**src/rtl/dpot_pkg.sv**
```systemverilog
// Constants shared between the dpot SPI master and the dpot_responder model.
package dpot_pkg;

  localparam logic [0:0] ST_IDLE = 1'b0;
  localparam logic [0:0] ST_RECV = 1'b1;

  localparam int         DPOT_FRAME_BITS  = 8;
  localparam logic [7:0] DPOT_RESET_WIPER = 8'h80;

  // Bit counter increment that sticks at all-ones so oversized frames never wrap back to a valid count.
  function automatic logic [3:0] sat_inc4(input logic [3:0] v);
    return (v == 4'hF) ? v : v + 4'd1;
  endfunction

endpackage

```
**src/rtl/sync2ff.sv**
```systemverilog
// Single-bit two-stage synchroniser with a configurable reset value.
module sync2ff #(
  parameter logic RST_VAL = 1'b0
) (
  input  logic clk,
  input  logic rst_n,
  input  logic d_i,
  output logic q_o
);

  logic [1:0] ff_q;

  // Shift the asynchronous input through two flops.
  always_ff @(posedge clk or negedge rst_n) begin
    if (!rst_n) begin
      ff_q <= {2{RST_VAL}};
    end else begin
      ff_q <= {ff_q[0], d_i};
    end
  end

  assign q_o = ff_q[1];

endmodule

```
**src/rtl/dpot_responder.sv**
```systemverilog
// Receive side of the Pmod DPOT: oversamples nCS/SCLK/MOSI, collects 8-bit MSB-first
// frames and reports the accepted wiper value with new_val / frame_err pulses.
module dpot_responder
  import dpot_pkg::*;
#(
  parameter logic [7:0] RESET_WIPER = DPOT_RESET_WIPER,
  parameter int         FRAME_BITS  = DPOT_FRAME_BITS
) (
  input  logic       clk,
  input  logic       rst,
  input  logic       nCS,
  input  logic       SCLK,
  input  logic       MOSI,
  output logic [7:0] wiper,
  output logic       new_val,
  output logic       frame_err,
  output logic       busy
);

  localparam logic [3:0] FRAME_CNT = 4'(FRAME_BITS);

  logic       ncs_s, sclk_s, mosi_s;
  logic       ncs_rise_s, ncs_fall_s, sclk_rise_s;
  logic       ncs_prev_q, sclk_prev_q;
  logic [1:0] flush_q, flush_d;
  logic       armed_q, armed_d;
  logic [0:0] state_q, state_d;
  logic [7:0] shift_q, shift_d;
  logic [3:0] cnt_q, cnt_d;
  logic [7:0] wiper_q, wiper_d;
  logic       new_val_q, new_val_d;
  logic       frame_err_q, frame_err_d;

  sync2ff #(.RST_VAL(1'b1)) u_sync_ncs  (.clk(clk), .rst_n(rst), .d_i(nCS),  .q_o(ncs_s));
  sync2ff #(.RST_VAL(1'b0)) u_sync_sclk (.clk(clk), .rst_n(rst), .d_i(SCLK), .q_o(sclk_s));
  sync2ff #(.RST_VAL(1'b0)) u_sync_mosi (.clk(clk), .rst_n(rst), .d_i(MOSI), .q_o(mosi_s));

  assign ncs_rise_s  = ncs_s & ~ncs_prev_q;
  assign ncs_fall_s  = ~ncs_s & ncs_prev_q;
  assign sclk_rise_s = sclk_s & ~sclk_prev_q;

  // A frame may only start once nCS has been seen high after the reset value left the
  // synchroniser, so a chip select still low at reset release is not taken as a fall.
  always_comb begin
    flush_d     = (flush_q == 2'd3) ? flush_q : flush_q + 2'd1;
    armed_d     = armed_q | ((flush_q == 2'd3) & ncs_s);
    state_d     = state_q;
    shift_d     = shift_q;
    cnt_d       = cnt_q;
    wiper_d     = wiper_q;
    new_val_d   = 1'b0;
    frame_err_d = 1'b0;
    case (state_q)
      ST_IDLE: begin
        if (ncs_fall_s && armed_q) begin
          state_d = ST_RECV;
          shift_d = 8'h00;
          cnt_d   = 4'd0;
        end else begin
          state_d = ST_IDLE;
        end
      end
      ST_RECV: begin
        if (ncs_rise_s) begin
          state_d = ST_IDLE;
          if (cnt_q == FRAME_CNT) begin
            wiper_d   = shift_q;
            new_val_d = 1'b1;
          end else begin
            frame_err_d = 1'b1;
          end
        end else if (sclk_rise_s) begin
          shift_d = {shift_q[6:0], mosi_s};
          cnt_d   = sat_inc4(cnt_q);
        end else begin
          state_d = ST_RECV;
        end
      end
      default: begin
        state_d = ST_IDLE;
      end
    endcase
  end

  // State, datapath and output registers.
  always_ff @(posedge clk or negedge rst) begin
    if (!rst) begin
      ncs_prev_q  <= 1'b1;
      sclk_prev_q <= 1'b0;
      flush_q     <= 2'd0;
      armed_q     <= 1'b0;
      state_q     <= ST_IDLE;
      shift_q     <= 8'h00;
      cnt_q       <= 4'd0;
      wiper_q     <= RESET_WIPER;
      new_val_q   <= 1'b0;
      frame_err_q <= 1'b0;
    end else begin
      ncs_prev_q  <= ncs_s;
      sclk_prev_q <= sclk_s;
      flush_q     <= flush_d;
      armed_q     <= armed_d;
      state_q     <= state_d;
      shift_q     <= shift_d;
      cnt_q       <= cnt_d;
      wiper_q     <= wiper_d;
      new_val_q   <= new_val_d;
      frame_err_q <= frame_err_d;
    end
  end

  assign wiper     = wiper_q;
  assign new_val   = new_val_q;
  assign frame_err = frame_err_q;
  assign busy      = (state_q == ST_RECV);

endmodule

```
**config.mk**
```make
export PLATFORM = sky130hd
export DESIGN_NAME = dpot_responder
export DESIGN_NICKNAME = d
export VERILOG_FILES = /design/src/rtl/dpot_pkg.sv /design/src/rtl/sync2ff.sv /design/src/rtl/dpot_responder.sv
export SDC_FILE = /design/constraint.sdc
export NUM_CORES = 1
export LEC_CHECK = 0
export BUFFER_PORTS_ARGS = -buffer_cell sky130_fd_sc_hd__buf_2
export CORE_ASPECT_RATIO = 1.75
export CORE_MARGIN = 4
export CORE_UTILIZATION = 55
export CTS_CLUSTER_DIAMETER = 80
export DETAILED_ROUTE_END_ITERATION = 12
export PLACE_DENSITY = 0.76
export SLEW_MARGIN = 25
export SYNTH_ARGS = -nofsm -noshare
export SYNTH_HDL_FRONTEND = slang
export SYNTH_HIERARCHICAL = 1
export SYNTH_SLANG_ARGS = --single-unit
```
**constraint.sdc**
```tcl
create_clock -name clk -period 1.8 [get_ports clk]
set_input_delay 0.36 -clock clk [delete_from_list [all_inputs] [get_ports clk]]
set_output_delay 0.36 -clock clk [all_outputs]
set_load 0.05 [all_outputs]
```
==> impl_metrics.csv <==
group,metric,value,unit
floorplanning,rows,24,
yosys,yosysTopAreaCell,"dfrtp_1",
layout,fin_nets,135,
yosys,synth.yosys.warnings,6,
timing,maxSlewViolCount,0,
layout,drive_above_1_share,0.313,
clocking,clock-sinks,34,
yosys,synth_seq_cells,34,
grt,antenna_found_initial,0,
critical_path,rrSetupSlack,0.12,ns
yosys,yosysUniqueCellTypes,29,
place,gp_congestion,0.768,
timing,slew_headroom,0.528,
detailed_routing,drc,0,
place,portBuffers,15,
place,dpl.hpwl,1.69,mm
yosys,synthesis.nets,114,
clocking,cts_root_buf,"clkbuf_8",
clocking,post_cts.repair.setup_buffers,0,
floorplanning,core-area,2460,µm²
critical_path,cp.required,1.96,ns
detailed_routing,vias_per_cell,5.56,
yosys,synth_area_leaders,"dfrtp_1 54%, mux2_2 8.0%, dfstp_2 7.5%",
power,ir_drop,0.877,mV
layout,final_util,0.654,
detailed_routing,wire_per_inst,15.1,µm
critical_path,worstSetupPathType,"reg -> reg",
timing,setup_viol,0,
layout,antenna_cells,0,
floorplanning,start_util,0.569,
yosys,synth_area_per_cell,13.2,µm²
clocking,worstSkewPairLatency,0.28,ns
yosys,synthCells,106,
timing,min_period,1.68,ns
critical_path,r2r_end,"wiper[6]",
grt,grt_pass1_wl,4.08,mm
timing,fin_crit_sh,0.934,
detailed_routing,ant_nets,0,
yosys,synth_top_area_share,0.536,
clocking,ctsResizeCount,0,
critical_path,critPathBufInv,1,
clocking,cts_tree,"yes",
clocking,clk_path_buf_depth,2,
timing,hold_viol,0,
critical_path,worstSetupStartpointType,"register",
layout,area_growth,15.0,%
timing,final.setup_skew,0.00818,ns
floorplanning,ios,16,
grt,grt_pass1_vias,876,
timing,fmax,595,MHz
floorplanning,chipWidth,46.1,µm
detailed_routing,drt-initial-drc-count,16,
power,power_density,1270,nW/µm²
clocking,numCtsBuffers,5,
critical_path,cp_top_family,"simple AND/OR/NAND/NOR gates",
critical_path,slowest_delay,0.43,ns
grt,overflow,0,
timing,worst_pin_slew,0.707,ns
clocking,h-tree-depth,2,
min_path,min_path_type,"in -> async",
detailed_routing,drt_wl_total,2.33,mm
critical_path,cpMaxStageDelayCell,"dfrtp_1",
status,status,"finished, final reports clean",
clocking,cts_hold_buf,0,
critical_path,endpoint_kind,"register",
critical_path,crit_path_max_fanout,9,
floorplanning,die_y,74.7,µm
detailed_routing,num_vias,856,
yosys,yosysSeqAreaShare,0.611,
floorplanning,dieArea,3450,µm²
grt,grt_usage,0.171,
critical_path,worstPathCellList,"inv_1 > ha_1 > nand2_1 > nor3_4 > mux2_2",
timing,rsz0062_at_grt,"false",
grt,grt_max_degree,35,
yosys,syn_area,1400,µm²
critical_path,timing.rr.start,"cnt_q[0]",
power,leakage,0.000811,µW
clocking,clk_pin_slew,0.07,ns
run,cap_violations,0,
critical_path,cp.arrival,1.84,ns
timing,fin_tns_setup,0,ns
detailed_routing,first_pass_iters,4,
critical_path,r2r_cells,5,
## metal layers
layer	share of wire	GRT usage	vias up
met5	0	0	-
met4	0.036	0.104	0
met3	0.044	0.0574	10
met2	0.53	0.265	24
met1	0.39	0.198	418
li1	-	-	404
## metrics by stage
step / hold WS, ns / std cells / cell area [µm²] / power (µW) / setup WS [ns]
2_1_floorplan: 0.0644 / 106 / 1400 / 1280 / 0.0660
3_3_place_gp: 0.334 / 146 / 1500 / 1370 / 0.217
3_5_place_dp: 0.347 / 146 / 1500 / 1400 / 0.151
4_1_cts: 0.152 / 154 / 1610 / 2070 / 0.131
5_1_grt: 0.170 / 154 / 1610 / 2160 / 0.0357
6_report: 0.128 / 154 / 1610 / 2040 / 0.119
## flip-flops by register name, summed over array words and instances (netlist names)
register,flops
wiper,8
u_sync_mosi/ff_q,2
frame_err,1
ncs_prev_q,1
flush_q,2
busy,1
shift_q,8
new_val,1
armed_q,1
sclk_prev_q,1
u_sync_ncs/ff_q,2
u_sync_sclk/ff_q,2
cnt_q,4
## layout make-up
type                       instances  area (µm²)
multi-input combinational         60         495
clock inverter                     1        30.0
fill                             207         852
tap                               26        32.5
inverter                          10        37.5
clock buffer                       7        76.3
sequential                        34         856
timing repair buffer              16        82.6
## layout by cell type, fill, tap and decap left out, drive strengths merged, types with 2 or more instances in the layout
cell and instances:
mux2i 9, dfrtp 30, mux2 10, buf 16, nor2 3, ha 3
clkbuf 7, and3 2, nand4 2, inv 10, nand2 14, dfstp 4
## cell families after synthesis
group	Yosys count	share of synthesized area
DFF	34	0.611
and+or+nand+nor	30	0.129
muxes	19	0.145
buffers and inverters	12	0.0349
AOI/OAI and AO/OA	7	0.0474
adders and majority gates	3	0.0268
xor gates and xnor gates	1	0.00626
## cell usage after synthesis (all sizes together)
cell type	number
and3	2
nand2	14
nand4	2
inv	10
xnor2	1
and3b	1
nand3	1
nor3	1
a31oi	1
mux2i	9
mux2	10
nor2b	1
buf	1
and4b	1
nand4bb	1
o21ai	1
dfstp	4
nand3b	1
nor2	3
o211ai	1
o22a	1
a211oi	1
and4bb	1
clkbuf	1
nand2b	1
dfrtp	30
ha	3
a41oi	1
a21o	1
## power by group
group,internal (µW),total [µW],switching (µW)
clock,414,660,247
sequential,868,957,88.8
combinational,148,426,278
total,1430,2040,613
## worst max path at each step
| stage | startpoint | end | slack, ns | cells after the start |
|---|---|---|---|---|
| final | cnt_q[0] | wiper[6] | 0.12 | 5 |
| after global routing | cnt_q[0] | wiper[3] | 0.04 | 5 |
| after CTS | cnt_q[0] | wiper[6] | 0.13 | 5 |
| after detailed placement | cnt_q[0] | wiper[3] | 0.15 | 5 |
| after global placement | cnt_q[0] | wiper[3] | 0.22 | 5 |
| after floorplan | busy | wiper[0] | 0.07 | 4 |
No activity file was read; power rests on OpenSTA's default activity.
